### src/rtl/sound_pkg.sv
// Shared types and tone constants for the frog game audio path.
package sound_pkg;

    typedef enum logic [1:0] {
        IDLE = 2'd0,
        PLAY = 2'd1,
        TAIL = 2'd2
    } sound_state_t;

    localparam int unsigned LOSE_FREQ = 950;
    localparam int unsigned WIN_FREQ  = 500;

endpackage

### src/rtl/tone_nco.sv
// Accumulator NCO: adds 2*freq per clock modulo CLK_HZ and strobes toggle on each wrap.
module tone_nco #(
    parameter int unsigned CLK_HZ = 50_000_000,
    parameter int unsigned FREQ_W = 10
) (
    input  logic              clk,
    input  logic              reset,
    input  logic              clear,
    input  logic              run,
    input  logic [FREQ_W-1:0] freq,
    output logic              toggle
);

    localparam int unsigned ACC_W = $clog2(CLK_HZ + 2 * (2 ** FREQ_W));

    logic [ACC_W-1:0] acc;
    logic [ACC_W-1:0] sum;
    logic             wrap;

    // acc stays below CLK_HZ, so acc + 2*freq always fits in ACC_W bits
    always_comb begin
        sum  = acc + ACC_W'({freq, 1'b0});
        wrap = (sum >= ACC_W'(CLK_HZ));
    end

    assign toggle = run & wrap;

    always_ff @(posedge clk) begin
        if (reset) begin
            acc <= '0;
        end else if (clear) begin
            acc <= '0;
        end else if (run) begin
            acc <= wrap ? (sum - ACC_W'(CLK_HZ)) : sum;
        end
    end

endmodule

### src/rtl/sound_player.sv
// Square-wave tone player: edge-triggered start, stops only on a low output level.
// Optional play timeout enabled by defining SOUND_TIMEOUT_EN.
module sound_player
    import sound_pkg::*;
#(
    parameter int unsigned CLK_HZ = 50_000_000,
    parameter int unsigned FREQ_W = 10
`ifdef SOUND_TIMEOUT_EN
    , parameter int unsigned MAX_PLAY_CYCLES = 100_000_000
`endif
) (
    input  logic              clk,
    input  logic              reset,
    input  logic              enable_sound,
    input  logic [FREQ_W-1:0] sound_freq,
    output logic              audio_out,
    output logic              busy
);

    sound_state_t      state;
    sound_state_t      state_nxt;
    logic              audio_nxt;
    logic              en_d;
    logic              armed;
    logic [FREQ_W-1:0] freq_q;
    logic              trigger;
    logic              start;
    logic              stop;
    logic              timeout;
    logic              run;
    logic              toggle;

    // armed blocks a request that was already high when reset released
    assign trigger = enable_sound & ~en_d & armed;
    assign start   = trigger & (sound_freq != '0);
    assign stop    = ~enable_sound | timeout;
    assign run     = (state != IDLE);
    assign busy    = (state != IDLE);

`ifdef SOUND_TIMEOUT_EN
    localparam int unsigned CNT_W = $clog2(MAX_PLAY_CYCLES + 1);

    logic [CNT_W-1:0] play_cnt;

    always_ff @(posedge clk) begin
        if (reset) begin
            play_cnt <= '0;
        end else if (start) begin
            play_cnt <= '0;
        end else if (state == PLAY && play_cnt != CNT_W'(MAX_PLAY_CYCLES)) begin
            play_cnt <= play_cnt + 1'b1;
        end
    end

    assign timeout = (state == PLAY) && (play_cnt == CNT_W'(MAX_PLAY_CYCLES));
`else
    assign timeout = 1'b0;
`endif

    tone_nco #(
        .CLK_HZ (CLK_HZ),
        .FREQ_W (FREQ_W)
    ) u_nco (
        .clk    (clk),
        .reset  (reset),
        .clear  (start),
        .run    (run),
        .freq   (freq_q),
        .toggle (toggle)
    );

    always_ff @(posedge clk) begin
        if (reset) begin
            state <= IDLE;
        end else begin
            state <= state_nxt;
        end
    end

    // A toggle in the same cycle as a stop request decides which way we leave PLAY
    always_comb begin
        state_nxt = state;
        audio_nxt = audio_out;
        if (start) begin
            audio_nxt = 1'b0;
            state_nxt = PLAY;
        end else begin
            case (state)
                IDLE: begin
                    state_nxt = IDLE;
                end
                PLAY: begin
                    if (toggle) begin
                        audio_nxt = ~audio_out;
                    end
                    if (stop) begin
                        state_nxt = audio_nxt ? TAIL : IDLE;
                    end
                end
                TAIL: begin
                    if (toggle) begin
                        audio_nxt = 1'b0;
                        state_nxt = IDLE;
                    end
                end
                default: begin
                    audio_nxt = 1'b0;
                    state_nxt = IDLE;
                end
            endcase
        end
    end

    always_ff @(posedge clk) begin
        if (reset) begin
            audio_out <= 1'b0;
            en_d      <= 1'b0;
            armed     <= 1'b0;
            freq_q    <= '0;
        end else begin
            audio_out <= audio_nxt;
            en_d      <= enable_sound;
            if (!enable_sound) begin
                armed <= 1'b1;
            end
            if (start) begin
                freq_q <= sound_freq;
            end
        end
    end

endmodule

### config.mk
export PLATFORM = sky130hd
export DESIGN_NAME = sound_player
export DESIGN_NICKNAME = d
export VERILOG_FILES = /design/src/rtl/sound_pkg.sv /design/src/rtl/tone_nco.sv /design/src/rtl/sound_player.sv
export SDC_FILE = /design/constraint.sdc
export NUM_CORES = 1
export LEC_CHECK = 0
export BUFFER_PORTS_ARGS = -buffer_cell sky130_fd_sc_hd__clkbuf_2
export CAP_MARGIN = 20
export CORE_ASPECT_RATIO = 0.75
export CORE_MARGIN = 2
export CORE_UTILIZATION = 55
export CTS_BUF_LIST = sky130_fd_sc_hd__clkbuf_8
export DETAILED_ROUTE_END_ITERATION = 10
export PLACE_DENSITY = 0.77
export SLEW_MARGIN = 20
export SYNTH_ARGS = -nofsm -noshare
export SYNTH_HDL_FRONTEND = slang
export SYNTH_HIERARCHICAL = 1
export SYNTH_SLANG_ARGS = --single-unit
export TNS_END_PERCENT = 10
### constraint.sdc
create_clock -name clk -period 11.7 [get_ports clk]
set_input_delay 0 -clock clk [delete_from_list [all_inputs] [get_ports clk]]
set_output_delay 0 -clock clk [all_outputs]
set_load 0.005 [all_outputs]
After elaboration in Yosys (flattened, before gate mapping)
Index checks and enable logic that the tools add are counted.
{"block": "totals", "wordCells": 41, "n_memories": 0, "mem_bits_ro": 0, "ram_bits": 0, "latch_bits": 0, "output_inout_bits": 2, "register_bits": 41, "input_bits": 13}
{"block": "classes", "n_shift": 0, "muxes": 11, "div_mod_pow": 0, "bitwise": 7, "reduce_logical": 7, "add_sub_neg": 2, "n_eq_ne": 6, "order_cmp": 1, "multipliers": 0}
{"cell": "$add A26 B11 Y26", "n": 1}
{"cell": "$ge A26 B26 Y1 const B", "n": 1}
{"cell": "$mux W26", "n": 1}
{"cell": "$sub A26 B26 Y26 const B", "n": 1}
{"cell": "$reduce_bool A10 Y1", "n": 1}
{"cell": "$mux W2", "n": 3}
{"cell": "$ne A3 B3 Y1 const B", "n": 2}
{"cell": "$reduce_and A2 Y1", "n": 3}
{"cell": "$mux W1", "n": 5}
{"cell": "$and A1 B1 Y1", "n": 4}
{"cell": "$ne A2 B2 Y1 const B", "n": 2}
{"cell": "$pmux W2 S2", "n": 1}
{"cell": "$not A1 Y1", "n": 3}
{"cell": "$pmux W1 S3", "n": 1}
{"cell": "$eq A2 B1 Y1 const B", "n": 1}
{"cell": "$eq A2 B2 Y1 const B", "n": 1}
{"cell": "$logic_not A2 Y1", "n": 1}
{"cell": "$reduce_bool A2 Y1", "n": 1}
{"cell": "$reduce_or A2 Y1", "n": 1}

Depth between registers and ports, before layout
{"block": "logic_depth", "word_depth": 10, "depth_mapped": 21, "ltp_nobuf": 20}

Hierarchy
The synthesis kept the hierarchy.
{"module": "tone_nco", "cells_per_inst": 320, "seq_area_each_um2": 500.5, "instances": 1, "area_each_um2": 2467.4}
{"module": "sound_player", "cells_per_inst": 71, "seq_area_each_um2": 300.3, "instances": 1, "area_each_um2": 735.7}

Worst setup path before layout
Ideal clock, no wire load.
{"block": "synth_timing", "kind": "reg2reg", "startpoint": "register freq_q[2]", "endpoint": "register audio_out", "path_slack_ns": 7.474, "synth_period_minus_slack_ns": 4.226, "t_required_ns": 11.569, "setup_ns": 0.131, "n_path_buf": 1, "path_stages_with_launch": 21, "t_arrival_ns": 4.096, "cell_sequence": "dfxtp_1 ha_1 a21oi_1 a21oi_1 o21ai_0 mux2_2 nor2_1 ha_1 nand2_1 or4_1 or3_1 nor4b_1 nand4bb_1 nand2_1 a21oi_2 or2_4 buf_6 nor2_1 a21oi_1 o21ai_0 a211oi_2"}
{"block": "synth_between", "elab_chain_cells": 7, "word_cells_on_any_way": 9, "classes_between": "add/sub (1); order compare (1); eq/ne (1); mux (4); bitwise (1); reduce/logical (1)"}
{"item": "from (decl)", "line": "sound_player.sv:25", "source": "logic [FREQ_W-1:0] freq_q;"}
{"item": "from (signal assigned)", "line": "sound_player.sv:127", "source": "freq_q <= sound_freq;"}
{"item": "$add A26 B11 Y26 *", "line": "tone_nco.sv:22", "source": "sum = acc + ACC_W'({freq, 1'b0});"}
{"item": "$ge A26 B26 Y1 *", "line": "tone_nco.sv:23", "source": "wrap = (sum >= ACC_W'(CLK_HZ));"}
{"item": "$and A1 B1 Y1 *", "line": "tone_nco.sv:26", "source": "assign toggle = run & wrap;"}
{"item": "via toggle", "line": "sound_player.sv:31", "source": "logic toggle;"}
{"item": "$mux W1", "line": "sound_player.sv:93", "source": "if (toggle) begin"}
{"item": "$mux W1", "line": "sound_player.sv:88", "source": "case (state)"}
{"item": "$mux W1", "line": "sound_player.sv:84", "source": "if (start) begin"}
{"item": "$pmux W1 S3", "line": "sound_player.sv:88"}
{"item": "to (signal assigned)", "line": "sound_player.sv:121", "source": "audio_out <= audio_nxt;"}
{"item": "to (decl)", "line": "sound_player.sv:16", "source": "output logic audio_out,"}
The timed path passes the listed nets; every way through them passes the cells marked *. The select of a mux whose other input is x is not followed.
A chain may end at the register's enable or synchronous reset.

Worst setup path after layout
{"block": "layout_timing", "startpoint": "register freq_q[0]", "endpoint": "register u_nco.acc[17]"}
{"block": "layout_between", "elab_chain_cells": 3, "word_cells_on_any_way": 4, "classes_between": "add/sub (2); order compare (1); mux (1)"}
{"item": "$add A26 B11 Y26 *", "line": "tone_nco.sv:22"}
{"item": "$sub A26 B26 Y26 or $ge A26 B26 Y1 (tied branches)", "line": "tone_nco.sv:34, tone_nco.sv:23"}
{"item": "$mux W26 *", "line": "tone_nco.sv:34", "source": "acc <= wrap ? (sum - ACC_W'(CLK_HZ)) : sum;"}
{"item": "to (signal assigned)", "line": "tone_nco.sv:34"}
{"item": "to (decl)", "line": "tone_nco.sv:16", "source": "logic [ACC_W-1:0] acc;"}
Every way passes the cells marked *; elsewhere a longest branch is shown, timed or not.

==> flow_summary.toml <==
[outcome]
run_status = "finished clean"

[hold_path]
timing.hold.worst_path_depth = 3
min_from = "sound_freq[8]"
hold_end = "freq_q[8]$_SDFFE_PP0P_"
hp-class = "primary input to register"

[route]
postRouteAntennaNets = 0
drt-wirelength-per-cell_um = 15.7
detail_route.iter0.violations = 183
routed_wl_mm = 7.42
drc_errors = 0
drt-vias-per-instance = 6.17
drt_pass1_iterations = 4
vias = 2917

[global_route]
pin_count_of_the_biggest_net_entering_global_routing = 30
gr_usage_total_pct = 23.8
grt.overflow.total = 0
grt_first_pass_wirelength_mm = 12.5
grt_antenna_before_repair = 0
vias_in_the_first_global_route = 2573

[cells_and_area]
drive_gt1_share_pct = 10.9
layout.cell_area.non_filler_um2 = 3360
seq_area_um2 = 801
layout.cells.most_common = "dfxtp_1"
diodes = 0
net_count_of_the_finished_layout = 421
highest_count_cells_in_the_layout_ignoring_fill_and_taps = "dfxtp_1 (40), nor2_1 (35), nand2_1 (33)"
area_growth_pct = 4.80
multi_input_comb_area_um2 = 2230
layout.filler_cells = 517

[setup_path]
crit_required_ns = 11.93
critical_path.endpoint_type = "register"
ff2ff_setup_slack_ns = 6.96
worst-setup-path-type = "register to register"
peak_fanout_along_the_critical_path = 13
worst_path_largest_cell_delay_ns = 0.45
crit-reg2reg-capture = "u_nco/acc[17]$_SDFFE_PP0P_"
critical_path.slowest_cell = "or4_1"
worst_ep_arrival_time_ns = 4.96
worstSetupStartpointType = "register"
timing.critical_path.cells = "ha_1, inv_1, fa_1, nor2b_1, o21ba_1, nor2_1, xnor2_1, ha_1, nand2_1, or4_1, or3_1, nor4b_1, nand4bb_1, nand2_1, a21oi_2, or2_4, or4_1, a21o_1, a21oi_2"
crit_buf_inv = 1
worst-r2r-cell-count = 19
timing.critical_path.max_delay_family = "simple AND/OR/NAND/NOR gates"
regToRegStartpoint = "freq_q[0]$_SDFFE_PP0P_"

[placement]
finalWeightedCongestion = 0.884
placed_cell_area_um2 = 3270
place.detailed.hpwl_mm = 5.43
port-buffer-count = 14

[power]
leakagePower_nw = 1.28
peakVddDrop_v = 0.0000506
pwr_cell_area_nw_per_um2 = 81.0
design_power_total_mw = 0.272

[sta]
final.setup_skew_ns = 0.0112
grt_setup_unrepaired = "no"
finalWorstPathRequiredPeriod_ns = 4.74
finalSetupTns_ns = 0
relSlewSlack_pct = 40.1
max_clock_freq_ghz = 0.211
finalSetupViolations = 0
final-hold-violation-count = 0
timing.final.max_slew_violations = 0
period_share_pct = 40.5
worst-slew-pin-transition_ns = 0.876

[floorplanning]
rows = 24
fp.dieH_um = 70.1
initial_utilization_pct = 56.1
die_width_um = 92.1
core_area_um2 = 5710
die_area_um2 = 6460
num_io_pins = 15

[clock_tree]
worst_setup_hold_path_clk_slew_ns = 0.08
tritoncts = "built"
cts_buffers = 5
clock-sinks = 40
cts_setup_buffers = 0
cts_buffer_depth = 2
clock_insertion_delay_worst_skew_ns = 0.30
cts-htree-levels = 2
clk_root_buffer_cell = "clkbuf_8"

[synthesis]
yosys_warnings = 6
synth-edff-count = 0
synth.ff_latch_count = 40
compound_gate_fraction_of_synth_area_pct = 22.6
yosys.area_share.adder_pct = 5.31
dominant_combinational_cell_family_by_area_after_synthesis = "simple AND/OR/NAND/NOR gates"
ys_dominant_reg_cell = "dfxtp_1"
synth-xor-area-share_pct = 6.52
syn_area_um2 = 3200
syn-instance-count = 391
mappedNetlistNets = 417
synth.lib_cells_used.distinct = 68
synth_simple_gate_area_share_pct = 27.6
mean_syn_cell_area_um2 = 8.19
synth_mux_area_share_pct = 7.58
synthArstFlopShare_pct = 0
seq_area_frac_synth_pct = 25.0

[flow_run]
timing.max_cap.violations = 0
power breakdown:
part | internal, mW | switching, mW | total, mW
sequential | 0.139 | 0.00207 | 0.141
clock | 0.0405 | 0.0510 | 0.0914
combinational | 0.0145 | 0.0249 | 0.0394
cell families (layout without fill, tap and decap cells):
kind of cell / count (synthesis) / after routing
muxes: 24 / 24
AOI/OAI and AO/OA: 98 / 98
DFF: 40 / 40
adders and majority gates: 13 / 13
xor gates and xnor gates: 23 / 23
and+or+nand+nor: 159 / 159
buffers and inverters: 34 / 38
how the worst max path moves through the flow:
stage	start	end	slack, ns	cells after the start
after floorplan	freq_q[2]$_SDFFE_PP0P_	audio_out$_SDFFE_PP0P_	7.47	20
final	freq_q[0]$_SDFFE_PP0P_	u_nco/acc[17]$_SDFFE_PP0P_	6.96	19
after detailed placement	freq_q[0]$_SDFFE_PP0P_	audio_out$_SDFFE_PP0P_	7.08	20
after CTS	freq_q[0]$_SDFFE_PP0P_	u_nco/acc[17]$_SDFFE_PP0P_	7.02	19
after global routing	freq_q[0]$_SDFFE_PP0P_	audio_out$_SDFFE_PP0P_	6.61	20
after global placement	freq_q[0]$_SDFFE_PP0P_	u_nco/acc[17]$_SDFFE_PP0P_	7.24	19
final cells by class:
type / instances / share of cell area [%]
well taps: 78 / 2.91
repair buffers: 17 / 2.83
clock inverters: 2 / 0.373
flip-flops and latches: 40 / 23.9
inverters: 14 / 1.57
clock buffers: 5 / 2.05
multi-input cells: 317 / 66.4
worst min-delay path, cell delays in order:
cell and delay [ns]:
clkbuf_2 0.09, mux2i_1 0.05, a21oi_1 0.13
sequential cells by signal (all words and copies together) (netlist names):
name,count
en_d,1
u_nco/acc,25
state,2
freq_q,10
audio_out,1
armed,1
stage by stage:
stage	util [%]	worst slack, ns	hold slack, ns	std cells
global placement	57.2	7.24	0.243	465
CTS	58.8	7.02	0.00347	473
detailed placement	57.2	7.08	0.249	465
global route	58.8	6.61	0.0334	473
finish	58.8	6.96	0.00761	473
floorplan	-	7.47	0.0691	391
metal layers:
metal  track usage [%]  vias up  share of wire (%)
li1                  -     1461                  -
met1              35.4     1360                 50
met2              35.6       91                 43
met3              4.21        5                5.8
met4              5.80        0               0.80
met5                 0        -                  0
synth_stat cells, types with 4 or more instances:
cell type,number,area share [%]
dfxtp_1,40,25
nor2_1,35,4.1
nand2_1,33,3.9
a21oi_1,22,3.4
mux2i_1,22,6.9
inv_1,14,1.6
nand4_1,14,2.7
a211oi_1,13,3.0
ha_1,12,4.7
xor2_1,12,3.3
nor3_1,11,1.7
nand3_1,10,1.6
o21ai_0,10,1.6
xnor2_1,10,2.7
clkbuf_1,8,0.94
nand2b_1,6,1.2
nor3b_1,6,1.4
o211ai_1,6,1.4
or3_1,6,1.2
and3_1,5,0.98
buf_6,5,1.8
nor2b_1,5,0.98
o21ai_1,5,0.78
a21o_1,4,0.94
and2_1,4,0.78
o22ai_1,4,0.78
what timing repair did:
item	CTS	global route
setup endpoints to repair	0	0
endpoints found under the hold margin	2	0
hold buffers	1	0
gates resized for setup	0	0
No activity file was read; power rests on OpenSTA's default activity.
